<file path="config.mk">
export PLATFORM = sky130hd
export DESIGN_NAME = lcd_rx
export DESIGN_NICKNAME = d
export VERILOG_FILES = /design/src/rtl/lcd_rx_pkg.sv /design/src/rtl/lcd_rx_gap_det.sv /design/src/rtl/lcd_rx.sv
export SDC_FILE = /design/constraint.sdc
export NUM_CORES = 1
export LEC_CHECK = 0
export BUFFER_PORTS_ARGS = -buffer_cell sky130_fd_sc_hd__buf_4
export CAP_MARGIN = 15
export CORE_MARGIN = 3
export CORE_UTILIZATION = 43
export CTS_CLUSTER_SIZE = 30
export DETAILED_ROUTE_END_ITERATION = 6
export PLACE_DENSITY_LB_ADDON = 0.2
export SKIP_LAST_GASP = 1
export SLEW_MARGIN = 10
export SYNTH_ARGS = -nofsm -noshare
export SYNTH_HDL_FRONTEND = slang
export SYNTH_SLANG_ARGS = --single-unit
export TNS_END_PERCENT = 1
</file>
<file path="constraint.sdc">
create_clock -name PixelClk -period 4 [get_ports PixelClk]
set_input_delay 0.4 -clock PixelClk [delete_from_list [all_inputs] [get_ports PixelClk]]
set_output_delay 0.4 -clock PixelClk [all_outputs]
set_load 0.05 [all_outputs]
</file>
<file path="src/rtl/lcd_rx_pkg.sv">
// rtl/lcd_rx_pkg.sv - shared panel constants, rx state and RGB565 types
package lcd_rx_pkg;

    localparam int H_ACTIVE_DEF       = 480;
    localparam int V_ACTIVE_DEF       = 272;
    localparam int VBLANK_MIN_GAP_DEF = 1024;

    typedef enum logic [1:0] {
        SEARCH,
        ARMED,
        LINE,
        HBLANK
    } rx_state_t;

    typedef struct packed {
        logic [4:0] r;
        logic [5:0] g;
        logic [4:0] b;
    } rgb565_t;

    function automatic logic [15:0] sat_inc16(input logic [15:0] v);
        return (v == 16'hFFFF) ? v : v + 16'd1;
    endfunction

endpackage

</file>
<file path="src/rtl/lcd_rx_gap_det.sv">
// rtl/lcd_rx_gap_det.sv - stage-1 DE register, edge detect and DE-low run-length counter
module lcd_rx_gap_det #(
    parameter int VBLANK_MIN_GAP = 1024
) (
    input  logic PixelClk,
    input  logic nRST,
    input  logic de,
    output logic de_rise,
    output logic de_fall,
    output logic vblank
);

    localparam int            CW    = $clog2(VBLANK_MIN_GAP + 1);
    localparam logic [CW-1:0] GAP_W = CW'(VBLANK_MIN_GAP);

    logic          de_s1;
    logic          de_prev;
    logic [CW-1:0] gap_cnt;

    // gap_cnt is fed from the pin so it always equals the low run ending at de_s1
    always_ff @(posedge PixelClk or negedge nRST) begin
        if (!nRST) begin
            de_s1   <= 1'b0;
            de_prev <= 1'b0;
            gap_cnt <= '0;
        end else begin
            de_s1   <= de;
            de_prev <= de_s1;
            if (de)
                gap_cnt <= '0;
            else if (gap_cnt != GAP_W)
                gap_cnt <= gap_cnt + 1'b1;
        end
    end

    assign de_rise = de_s1 & ~de_prev;
    assign de_fall = ~de_s1 & de_prev;
    assign vblank  = (gap_cnt == GAP_W);

endmodule

</file>
<file path="src/rtl/lcd_rx.sv">
// rtl/lcd_rx.sv - DE-only RGB565 receiver with frame recovery and geometry check
module lcd_rx
    import lcd_rx_pkg::*;
#(
    parameter int H_ACTIVE       = H_ACTIVE_DEF,
    parameter int V_ACTIVE       = V_ACTIVE_DEF,
    parameter int VBLANK_MIN_GAP = VBLANK_MIN_GAP_DEF
) (
    input  logic        PixelClk,
    input  logic        nRST,
    input  logic        LCD_DE,
    input  logic [4:0]  LCD_R,
    input  logic [5:0]  LCD_G,
    input  logic [4:0]  LCD_B,
    output logic        pix_valid,
    output logic [15:0] pix_data,
    output logic [15:0] pix_x,
    output logic [15:0] pix_y,
    output logic        pix_sof,
    output logic        pix_eol,
    output logic        frame_done,
    output logic [15:0] meas_width,
    output logic [15:0] meas_height,
    output logic        err_width,
    output logic        err_height,
    output logic        locked,
    output logic [7:0]  frame_count
);

    localparam logic [15:0] H_EXP = 16'(H_ACTIVE);
    localparam logic [15:0] V_EXP = 16'(V_ACTIVE);

    logic        de_rise;
    logic        de_fall;
    logic        vblank;
    rgb565_t     rgb_s1;
    rx_state_t   state;
    logic [15:0] x_cnt;
    logic [15:0] y_cnt;
    logic [15:0] wk_width;
    logic        wk_err_w;
    logic [15:0] height_n;
    logic        height_bad;

    lcd_rx_gap_det #(
        .VBLANK_MIN_GAP(VBLANK_MIN_GAP)
    ) u_gap_det (
        .PixelClk(PixelClk),
        .nRST    (nRST),
        .de      (LCD_DE),
        .de_rise (de_rise),
        .de_fall (de_fall),
        .vblank  (vblank)
    );

    assign height_n   = sat_inc16(y_cnt);
    assign height_bad = (height_n != V_EXP);

    // Stage 2: the emitted pixel is the stage-1 sample; the pin DE is its successor, hence eol
    always_ff @(posedge PixelClk or negedge nRST) begin
        if (!nRST) begin
            rgb_s1      <= '0;
            state       <= SEARCH;
            x_cnt       <= '0;
            y_cnt       <= '0;
            wk_width    <= '0;
            wk_err_w    <= 1'b0;
            pix_valid   <= 1'b0;
            pix_data    <= '0;
            pix_x       <= '0;
            pix_y       <= '0;
            pix_sof     <= 1'b0;
            pix_eol     <= 1'b0;
            frame_done  <= 1'b0;
            meas_width  <= '0;
            meas_height <= '0;
            err_width   <= 1'b0;
            err_height  <= 1'b0;
            locked      <= 1'b0;
            frame_count <= '0;
        end else begin
            rgb_s1     <= '{r: LCD_R, g: LCD_G, b: LCD_B};
            pix_valid  <= 1'b0;
            pix_sof    <= 1'b0;
            pix_eol    <= 1'b0;
            frame_done <= 1'b0;
            case (state)
                SEARCH: begin
                    if (vblank)
                        state <= ARMED;
                end
                ARMED: begin
                    if (de_rise) begin
                        pix_valid <= 1'b1;
                        pix_data  <= rgb_s1;
                        pix_x     <= 16'd0;
                        pix_y     <= 16'd0;
                        pix_sof   <= 1'b1;
                        pix_eol   <= ~LCD_DE;
                        x_cnt     <= 16'd1;
                        y_cnt     <= 16'd0;
                        wk_err_w  <= 1'b0;
                        state     <= LINE;
                    end
                end
                LINE: begin
                    if (de_fall) begin
                        if (y_cnt == 16'd0)
                            wk_width <= x_cnt;
                        if (x_cnt != H_EXP)
                            wk_err_w <= 1'b1;
                        state <= HBLANK;
                    end else begin
                        pix_valid <= 1'b1;
                        pix_data  <= rgb_s1;
                        pix_x     <= x_cnt;
                        pix_y     <= y_cnt;
                        pix_eol   <= ~LCD_DE;
                        x_cnt     <= sat_inc16(x_cnt);
                    end
                end
                HBLANK: begin
                    if (vblank) begin
                        frame_done  <= 1'b1;
                        meas_width  <= wk_width;
                        meas_height <= height_n;
                        err_width   <= wk_err_w;
                        err_height  <= height_bad;
                        locked      <= ~(wk_err_w | height_bad);
                        frame_count <= frame_count + 8'd1;
                        wk_err_w    <= 1'b0;
                        state       <= ARMED;
                    end else if (de_rise) begin
                        pix_valid <= 1'b1;
                        pix_data  <= rgb_s1;
                        pix_x     <= 16'd0;
                        pix_y     <= height_n;
                        pix_eol   <= ~LCD_DE;
                        x_cnt     <= 16'd1;
                        y_cnt     <= height_n;
                        state     <= LINE;
                    end
                end
                default: state <= SEARCH;
            endcase
        end
    end

endmodule
</file>
### Word level (Yosys, flattened, before mapping)

Index checks and enable logic that the tools add are counted.

* flip-flop bits (word level): 175
* input bits: 19
* output and inout port bits: 95
* word-level logic and storage cells: 109

* add/subtract/negate cells: 4
* eq/ne operators: 18
* multiplexer cells: 43
* bitwise gates (word level): 7
* reduce and logical (&&, ||, !) cells: 13

Operators by type and width (count)
* two-way mux 16 bit: 15
* case mux 16 bit (3 select lines): 4
* adder 16 x 1 -> 16 bit, second input constant: 2
* equality test 16 bit, second input constant: 2
* inequality test 16 x 9 -> 1 bit, second input constant: 2
* case mux 16 bit (2 select lines): 1
* two-way mux 11 bit: 2
* zero test 16 bit: 1
* inequality test 2 bit, second input constant: 7
* two-way mux 1 bit: 13
* adder 11 x 1 -> 11 bit, second input constant: 1
* equality test 11 bit, second input constant: 1
* inequality test 11 bit, second input constant: 1
* AND reduction 5 bit: 2
* case mux 1 bit (3 select lines): 3
* adder 8 x 1 -> 8 bit, second input constant: 1
* two-way mux 2 bit: 4
* case mux 2 bit (4 select lines): 1
* AND reduction 4 bit: 2
* AND reduction 3 bit: 2
* equality test 2 bit, second input constant: 2
* inequality test 2 x 1 -> 1 bit, second input constant: 2
* inverter 1 bit: 4
* AND reduction 2 bit: 2
* 6 further kinds: 8

### Longest topological paths before layout

Gate-level depths: netlist of run 1.

* depth after elaboration: 5
* depth in mapped cells: 9
* gate-level depth less buffers: 8

### Modules after synthesis

From an unflattened synthesis of run 1, not the netlist that was laid out.

* cell total of the unflattened synthesis: 771
* area total of the unflattened synthesis: 7778.7 um^2

By module, submodules not included
* lcd_rx: instances 1, cells an instance 704, area an instance 7108.1 um^2, sequential area each 4053.9 um^2
* lcd_rx_gap_det: instances 1, cells an instance 67, area an instance 670.6 um^2, sequential area each 325.3 um^2

### Worst setup path before layout of run 1

OpenSTA, ideal clock, no wires.

* path type: flip-flop to flip-flop
* from: reg y_cnt[0]
* to: reg err_height
* library setup time: 121 ps
* data arrival time: 2155 ps
* data required time: 3879 ps
* slack: 1724 ps
* cell stages (with the launch flop): 8
* buffers on the path: 0
* clock period less this slack: 2276 ps
* cell sequence: dfrtp_1 -> ha_1 -> nand3_1 -> nor4_1 -> mux2i_1 -> nand4b_1 -> or4b_1 -> o22a_1

* word-level cells in the longest chain between the ends: 3
* elaborated cells between the ends (all ways): 4
* classes of those cells: add/sub (1); eq/ne (2); mux (1)

Ends and longest elaborated chain
* start, declared: RTL line lcd_rx.sv:39 `logic [15:0] y_cnt;`
* start signal, assigned: RTL line lcd_rx.sv:140 `y_cnt <= height_n;`
* adder 16 x 1 -> 16 bit / equality test 16 bit (equally long branches): RTL line lcd_rx_pkg.sv:22 `return (v == 16'hFFFF) ? v : v + 16'd1;`
* two-way mux 16 bit (*): RTL line lcd_rx_pkg.sv:22
* inequality test 16 x 9 -> 1 bit (*): RTL line lcd_rx.sv:57 `assign height_bad = (height_n != V_EXP);`
* end signal, assigned: RTL line lcd_rx.sv:128 `err_height <= height_bad;`
* end, declared: RTL line lcd_rx.sv:25 `output logic err_height,`

Every way passes the cells marked *; elsewhere a longest branch is shown, timed or not.
A chain may end at the register's enable or synchronous reset.

### Worst setup path in the final report of run 1

* from: reg u_gap_det.gap_cnt[3]
* to: reg x_cnt[4]

* word-level cells in the longest chain between the ends: 3

Ends and longest elaborated chain
* start, declared: RTL line lcd_rx_gap_det.sv:18 `logic [CW-1:0] gap_cnt;`
* start signal, assigned: RTL line lcd_rx_gap_det.sv:32 `gap_cnt <= gap_cnt + 1'b1;`
* equality test 11 bit: RTL line lcd_rx_gap_det.sv:38 `assign vblank = (gap_cnt == GAP_W);`
* inequality test 2 bit (no line)
* AND reduction 4 bit (no line)
* end signal, assigned: RTL line lcd_rx.sv:119 `x_cnt <= sat_inc16(x_cnt);`
* end, declared: RTL line lcd_rx.sv:38 `logic [15:0] x_cnt;`

No other way between the ends.

==> run_results.csv, run 1 <==
group,metric,value,unit
run_status,status,"finished, violations left",
run_status,violations,"negative hold slack",
synth,synth_edf_count,0,
floorplanning,fp.dieH,138,um
sta,setup_tns,0,ns
critical_path,cp-end-kind,"flop",
drt,drtIter0Drc,422,
synth,synth_area,7510,sq um
synth,yosysTopAreaCell,"dfrtp_1",
cts,post_cts_buffers,0,
cts,h-tree-depth,4,
sta,final_max_slew_viol_count,0,
synth,ys_async_sr_fraction,100,%
cts,cts_root_buf,"clkbuf_16",
pwr,leakage,4.34,nW
cts,cts_resized,0,
sta,max_freq,0.327,GHz
worst_hold_path,min_path_type,"in -> async",
place,place.gp.congestion,0.907,
place,place_area,8550,sq um
cts,cts_sinks,175,
place,portBuffers,113,
cts,cts_max_path_buffers,2,
sta,finalCriticalPeriod,3.06,ns
synth,syn_area_per_cell,9.79,sq um
synth,post-synth-top-count-cell,"nand2_1",
floorplanning,die_w,138,um
sta,maxSlewHeadroom,25.3,%
global_route,antenna_found_initial,0,
drt,via_per_inst,5.37,
global_route,grt_start_max_net_pins,100,
sta,tightest_slew,1.12,ns
global_route,grtUsageTotal,19.6,%
sta,finalCritPeriodShare,76.5,%
floorplanning,design.core.area,16800,sq um
synth,yosysTopAreaCellShare,58.3,%
cts,cts_hold_buf,0,
job,cap_violations,0,
floorplanning,initial_utilization,44.6,%
critical_path,required,4.30,ns
floorplanning,rows,47,
layout,area_growth,21.8,%
critical_path,startpoint_type,"flop",
drt,drcViolationCount,0,
critical_path,crit_arrival,3.36,ns
cts,cts_buffers,17,
layout,stdcell_area,9150,sq um
synth,ys.flop_type,"dfrtp_1",
pwr,vdd.ir_drop.worst,0.000408,V
drt,dr.pass1.iters,5,
critical_path,crit_path_max_fanout,34,
cts,clock_latency,0.43,ns
synth,syn-num-nets,793,
global_route,grt_first_pass_wirelength,30.6,mm
global_route,grt_pass1_vias,5690,
sta,rsz0062_at_grt,"no",
layout,layout.cells.non_filler,1098,
layout,n_antenna_cell,0,
drt,ant_nets,0,
cts,tritoncts,"built",
place,dpl.hpwl,12.5,mm
sta,finalHoldViolations,3,
critical_path,worstSetupPathType,"reg -> reg",
pwr,p_per_area,614,nW/um^2
synth,synth.area.top_cells,"dfrtp_1, nand2_1, o21ai_0",
synth,synth_commonest_cells,"nand2_1, dfrtp_1, o21ai_0",
drt,wl,18.1,mm
floorplanning,dieArea,19100,sq um
synth,ys_ff_latch,175,
cts,clk_pin_slew,0.07,ns
drt,avgRoutedWirePerCell,16.5,um
sta,fin_worst_skew,0.0127,ns
layout,fin_nets,892,
sta,holdWs,-0.00997,ns
synth,synth_warnings,0,
floorplanning,top_level_ports,114,
synth,ys_seq_area_share,58.3,%
layout,drive_above_1_share,20.7,%
global_route,grt_overflow,0,
drt,dr_total_vias,5892,
place,dpl.cell_count,1067,
synth,ys_types,51,
sta,setup_viol,0,
synth,syn_inst,767,
[cells by family after synthesis]
kind of cell	after synthesis	share of synthesized area (%)
AO/OA/AOI/OAI	126	9.93
XOR/XNOR	31	3.62
adder cells (fa/ha/maj)	7	1.17
buffers and inverters	59	3.12
flip-flops	175	58.3
multiplexers	22	3.23
AND/OR/NAND/NOR	347	20.6
[power by group]
group | internal [mW] | total [mW] | switching [mW]
registers | 2.01 | 2.22 | 0.216
logic | 0.502 | 1.74 | 1.24
clock network | 0.946 | 1.65 | 0.703
[through the flow]
step                      hold slack [ns]  power, mW  setup WS (ns)  utilization [%]
after floorplan                     0.104       3.39           1.72                -
after global placement              0.410       3.96           1.02             50.9
after detailed placement            0.414       4.00          0.959             50.9
after CTS                          0.0177       5.67          0.917             54.4
after global routing               0.0452       5.92          0.704             54.4
final                            -0.00997       5.61          0.938             54.4
[worst max-delay path, stage by stage, from the launching register on]
cell and delay [ns]:
dfrtp_1 0.42, nor4_1 0.53, a41oi_2 0.18, buf_4 0.29, nor2_4 0.38, inv_1 0.60, a41oi_1 0.43, nor3_1 0.08
[worst paths after layout]
path	from	endpoint	slack (ns)	cells after the start
max in group asynchronous	nRST	x_cnt[13]	3.05	2
setup reg to reg	u_gap_det.gap_cnt[3]	x_cnt[4]	0.94	7
hold reg to reg	u_gap_det.de_s1	u_gap_det.de_prev	0.43	0
min in group PixelClk	LCD_G[5]	rgb_s1[10]	0.07	1
hold / removal	nRST	meas_height[6]	-0.01	1
setup / recovery	u_gap_det.gap_cnt[3]	x_cnt[4]	0.94	7
[layer usage]
| layer | routed length (um) | up-vias | GRT usage [%] |
|---|---|---|---|
| met5 | 0 | - | 0 |
| met4 | 182 | 0 | 5.20 |
| met3 | 1390 | 15 | 5.87 |
| met2 | 7940 | 212 | 27.6 |
| met1 | 8580 | 2850 | 29.6 |
| li1 | - | 2815 | - |
[cell type report]
cell class | instances | area [sq um]
repair buffers | 123 | 940
inverters | 16 | 60.1
multi-input cells | 533 | 2900
clock inverters | 13 | 151
flip-flops and latches | 175 | 4380
fillers | 1544 | 7670
well taps | 220 | 275
clock buffers | 18 | 439
[state kept, by name, indices dropped and copies added, names as in the netlist, 2 cells and up]
register	flops
pix_data	16
wk_width	16
y_cnt	16
meas_width	16
state	2
frame_count	8
meas_height	16
pix_x	16
x_cnt	16
u_gap_det.gap_cnt	11
rgb_s1	16
pix_y	16
[cell usage in the layout (no fill, tap or decap), types with 4 or more instances in the layout]
cell and instances:
inv_1 15, nor2_1 50, inv_6 6, o21ai_0 62
nor4_1 15, nand2b_1 5, nor3_1 14, clkbuf_16 17
o22ai_1 6, buf_4 121, a21oi_1 22, ha_1 7
xor2_1 10, o31ai_1 7, a31oi_1 7, mux2_2 18
mux2i_1 4, o211ai_1 4, xnor2_1 21, nand3_1 19
dfrtp_1 175, nand2_1 195, or2_2 4, nand4_1 15
or3_1 9
(Power assumes the default switching activity.)
==> inputs of run 2 (changes only) <==
==> constraint.sdc (replaced) <==
create_clock -name PixelClk -period 3.1 [get_ports PixelClk]
set_input_delay 0.31 -clock PixelClk [delete_from_list [all_inputs] [get_ports PixelClk]]
set_output_delay 0.31 -clock PixelClk [all_outputs]
set_load 0.05 [all_outputs]
==> run_results.csv, run 2 (synthesized netlist as in run 1, its figures left out) <==
group,metric,value,unit
run_status,status,"complete, no violations",
place,place.gp.congestion,0.954,
floorplanning,top_level_ports,114,
pwr,p_seq_share,39.2,%
cts,cts_max_path_buffers,2,
sta,setup_tns,0,ns
critical_path,required,3.40,ns
critical_path,crit_arrival,3.00,ns
pwr,leakage,4.42,nW
sta,max_freq,0.371,GHz
drt,dr.pass1.iters,7,
floorplanning,fp.dieH,138,um
place,dpl.hpwl,13.0,mm
pwr,swShare,39.0,%
floorplanning,rows,47,
drt,drcViolationCount,0,
place,place_area,8590,sq um
worst_hold_path,min_to,"u_gap_det.de_s1",
global_route,antenna_found_initial,0,
pwr,p_switching,2.86,mW
floorplanning,initial_utilization,44.6,%
layout,mostFrequentLayoutCells,"nand2_1, dfrtp_1, buf_4",
floorplanning,die_w,138,um
drt,ant_nets,0,
cts,h-tree-depth,4,
floorplanning,design.core.area,16800,sq um
place,portBuffers,113,
global_route,grt_start_max_net_pins,80,
drt,avgRoutedWirePerCell,16.8,um
floorplanning,dieArea,19100,sq um
global_route,grtUsageTotal,20.1,%
critical_path,reg2reg_from,"u_gap_det.gap_cnt[7]",
sta,tightest_slew,0.750,ns
pwr,p_comb_share,31.2,%
critical_path,r2r_slack,0.41,ns
drt,dr_total_vias,5997,
drt,via_per_inst,5.34,
cts,post_cts_buffers,0,
pwr,p_clk_share,29.7,%
global_route,grt_first_pass_wirelength,31.4,mm
job,cap_violations,0,
critical_path,cp-end-kind,"flop",
critical_path,startpoint_type,"flop",
critical_path,rr_worst_depth,7,
cts,cts_resized,0,
drt,drtIter0Drc,466,
layout,drive_above_1_share,21.0,%
critical_path,worstSetupPathType,"reg -> reg",
layout,area_growth,24.7,%
cts,cts_buffers,17,
pwr,p_per_area,782,nW/um^2
worst_hold_path,worstHoldStart,"LCD_DE",
pwr,vdd.ir_drop.worst,0.000602,V
sta,fin_worst_skew,0.00804,ns
cts,clock_latency,0.43,ns
cts,cts_sinks,175,
sta,setup_viol,0,
layout,fin_nets,915,
layout,fillers,1458,
global_route,grt_pass1_vias,5944,
sta,rsz0062_at_grt,"no",
critical_path,r2r_end,"x_cnt[12]",
cts,tritoncts,"built",
critical_path,crit_path_max_fanout,33,
cts,cts_root_buf,"clkbuf_16",
sta,finalCritPeriodShare,86.9,%
cts,clk_pin_slew,0.07,ns
sta,finalHoldViolations,0,
layout,stdcell_area,9360,sq um
worst_hold_path,min_path_type,"in -> reg",
drt,wl,18.9,mm
sta,finalCriticalPeriod,2.69,ns
sta,maxSlewHeadroom,50.0,%
global_route,grt_overflow,0,
layout,n_antenna_cell,0,
sta,final_max_slew_viol_count,0,
layout,final_common_cell,"nand2_1",
worst_hold_path,hold_path_depth,1,
pwr,internal_power,4.47,mW
==> run 2: routing by layer <==
layer  part of all wire (%)  wire length (um)  up-vias  global-route usage (%)
li1                       -                 -     2853                       -
met1                     47              8810     2909                    28.6
met2                     45              8450      207                    30.3
met3                    6.9              1300       28                    5.52
met4                    1.7               318        0                    6.24
met5                      0                 0        -                       0
==> run 2: layout make-up <==
class,count,area [sq um],area share (%)
repair buffers,146,1140,12.2
clock inverters,15,180,1.92
clock buffers,17,425,4.54
well taps,220,275,2.94
inverters,16,60.1,0.641
multi-input cells,533,2900,31.0
flip-flops and latches,175,4380,46.8
==> run 2: worst max-delay path by stage <==
| stage | startpoint | end | slack (ns) |
|---|---|---|---|
| 2_1_floorplan | y_cnt[0] | err_height | 0.82 |
| 3_3_place_gp | y_cnt[1] | err_height | 0.52 |
| 3_5_place_dp | u_gap_det.gap_cnt[7] | x_cnt[12] | 0.49 |
| 4_1_cts | u_gap_det.gap_cnt[7] | x_cnt[12] | 0.44 |
| 5_1_grt | u_gap_det.gap_cnt[3] | x_cnt[14] | 0.18 |
| 6_report | u_gap_det.gap_cnt[7] | x_cnt[12] | 0.41 |
==> run 2: stage by stage <==
stage	setup WS, ns	hold slack [ns]	std cells	power [mW]	utilization, %
after floorplan	0.824	0.0144	767	4.38	-
after global placement	0.522	0.388	1073	5.13	51.1
after detailed placement	0.491	0.396	1073	5.16	51.1
after CTS	0.435	0.0876	1122	7.36	55.7
after global routing	0.184	0.0910	1122	7.66	55.7
final	0.407	0.106	1122	7.32	55.7
==> run 2: power by group through the flow <==
stage	registers, mW	logic [mW]	clock network, mW
floorplan	3.54	0.839	0
global placement	2.89	2.24	0
detailed placement	2.89	2.27	0
CTS	2.86	2.29	2.21
global route	2.90	2.45	2.31
finish	2.87	2.28	2.17
==> run 2: worst max-delay path, stage by stage, from the launching register on <==
cell	delay [ns]
dfrtp_1	0.44
nor4_1	0.65
a41oi_2	0.28
buf_4	0.32
o211ai_1	0.54
nor3_1	0.13
xnor2_1	0.17
nor2_1	0.05
==> run 2: what timing repair did <==
action	4_1_cts	5_1_grt
endpoints found under the setup margin	0	0
hold endpoints to repair	91	0
hold buffers	17	0
==> inputs of run 3 (changes only) <==
==> constraint.sdc (replaced) <==
create_clock -name PixelClk -period 3 [get_ports PixelClk]
set_input_delay 0.3 -clock PixelClk [delete_from_list [all_inputs] [get_ports PixelClk]]
set_output_delay 0.3 -clock PixelClk [all_outputs]
set_load 0.05 [all_outputs]
==> run_results.csv, run 3 (synthesized netlist as in run 1, its figures left out) <==
group,metric,value,unit
run_status,status,"complete, no violations",
critical_path,rr_worst_depth,7,
global_route,grt_use_met3,4.66,%
layout,mostFrequentLayoutCells,"nand2_1, dfrtp_1, buf_4",
global_route,grt_pass1_vias,5914,
cts,post_cts_buffers,0,
critical_path,crit_arrival,3.01,ns
cts,cts_resized,0,
global_route,grt_first_pass_wirelength,31.8,mm
layout,fillers,1489,
drt,dr.pass1.iters,5,
drt,dr_total_vias,6038,
sta,tightest_slew,0.700,ns
cts,cts_buffers,17,
global_route,top_usage_layer,"met2",
sta,maxSlewHeadroom,52.9,%
layout,fin_nets,922,
worst_hold_path,min_to,"u_gap_det.de_s1",
floorplanning,design.core.area,16800,sq um
place,portBuffers,113,
worst_hold_path,hold_path_depth,1,
place,pre_cts_slack,0.353,ns
drt,ant_nets,0,
layout,drive_above_1_share,21.6,%
critical_path,worstSetupPathType,"reg -> reg",
global_route,grt_overflow,0,
sta,setup_viol,0,
layout,regArea,4380,sq um
sta,max_freq,0.370,GHz
critical_path,cp-end-kind,"flop",
drt,via_per_inst,5.35,
critical_path,required,3.31,ns
floorplanning,initial_utilization,44.6,%
cts,h-tree-depth,4,
worst_hold_path,worstHoldStart,"LCD_DE",
critical_path,r2r_slack,0.30,ns
cts,tritoncts,"built",
place,place.gp.congestion,0.908,
sta,fin_worst_skew,0.0107,ns
cts,cts_max_path_buffers,2,
sta,rsz0062_at_grt,"no",
sta,finalHoldViolations,0,
drt,drtIter0Drc,427,
sta,final_max_slew_viol_count,0,
layout,final_common_cell,"nand2_1",
critical_path,reg2reg_from,"y_cnt[1]",
job,cap_violations,0,
layout,area_growth,25.9,%
floorplanning,fp.dieH,138,um
critical_path,r2r_end,"err_height",
floorplanning,dieArea,19100,sq um
place,place_area,8660,sq um
layout,multiInputGateArea,2900,sq um
global_route,use_met1,29.5,%
cts,cts_sinks,175,
cts,cts_root_buf,"clkbuf_16",
layout,n_antenna_cell,0,
cts,clk_pin_slew,0.07,ns
worst_hold_path,min_path_type,"in -> reg",
sta,finalWorstSetupSlack,0.298,ns
layout,stdcell_area,9460,sq um
drt,avgRoutedWirePerCell,17.0,um
critical_path,crit_path_max_fanout,10,
layout,utilization,56.2,%
pwr,leakage,4.49,nW
cts,cts_hold_buf,17,
drt,drcViolationCount,0,
sta,finalCriticalPeriod,2.70,ns
pwr,vdd.ir_drop.worst,0.000510,V
critical_path,critical_path.startpoint,"y_cnt[1]",
global_route,antenna_found_initial,0,
floorplanning,rows,47,
cts,clock_latency,0.43,ns
sta,finalCritPeriodShare,90.1,%
drt,wl,19.2,mm
sta,setup_tns,0,ns
floorplanning,die_w,138,um
critical_path,startpoint_type,"flop",
global_route,grtUsageTotal,20.3,%
floorplanning,top_level_ports,114,
global_route,grtUsageMet2,30.6,%
place,dpl.hpwl,13.5,mm
global_route,grt_start_max_net_pins,65,
pwr,p_per_area,808,nW/um^2
==> run 3: cell count changes in the layout (fill, tap and decap cells not counted), sizes merged <==
cell,change
buf,+7
clkinv,+3
clkinvlp,-4
inv,+1
==> run 3: how the worst max path moves through the flow <==
stage                             to  depth (start not counted)  slack [ns]
after floorplan           err_height                          7        0.72
after global placement    err_height                          7        0.42
after detailed placement  err_height                          7        0.35
after CTS                 err_height                          7        0.30
after global routing      err_height                          7        0.06
final                     err_height                          7        0.30
==> run 3: cell type report <==
| class | count | area share, % |
|---|---|---|
| Timing Repair Buffer | 153 | 12.9 |
| Tap cell | 220 | 2.91 |
| Sequential cell | 175 | 46.3 |
| Clock inverter | 15 | 2.08 |
| Multi-Input combinational cell | 533 | 30.7 |
| Inverter | 16 | 0.635 |
| Clock buffer | 17 | 4.50 |
==> run 3: where the power goes <==
group	internal (mW)	switching, mW	total [mW]
logic	0.704	1.68	2.38
clock network	1.27	1.02	2.30
registers	2.67	0.281	2.96
total	4.65	2.98	7.64
==> run 3: worst max-delay path, stage by stage (launching register included) <==
cell and delay, ns:
dfrtp_1 0.51, ha_1 0.27, nand3_1 0.21, nor4_1 0.38, mux2i_1 0.39, nand4b_1 0.17, or4b_1 0.50, o22a_1 0.16
==> run 3: routing by layer <==
layer / part of all wire, % / wire length (um)
met5: 0 / 0
met2: 45 / 8600
met4: 1.7 / 326
met1: 48 / 9130
met3: 6.0 / 1150
==> run 3: stage by stage <==
step,hold WS [ns],power (mW),instances
5_1_grt,0.0717,8.01,1129
3_5_place_dp,0.318,5.37,1080
6_report,0.0814,7.64,1129
4_1_cts,0.0651,7.71,1129
2_1_floorplan,0.00441,4.53,767
3_3_place_gp,0.318,5.33,1080
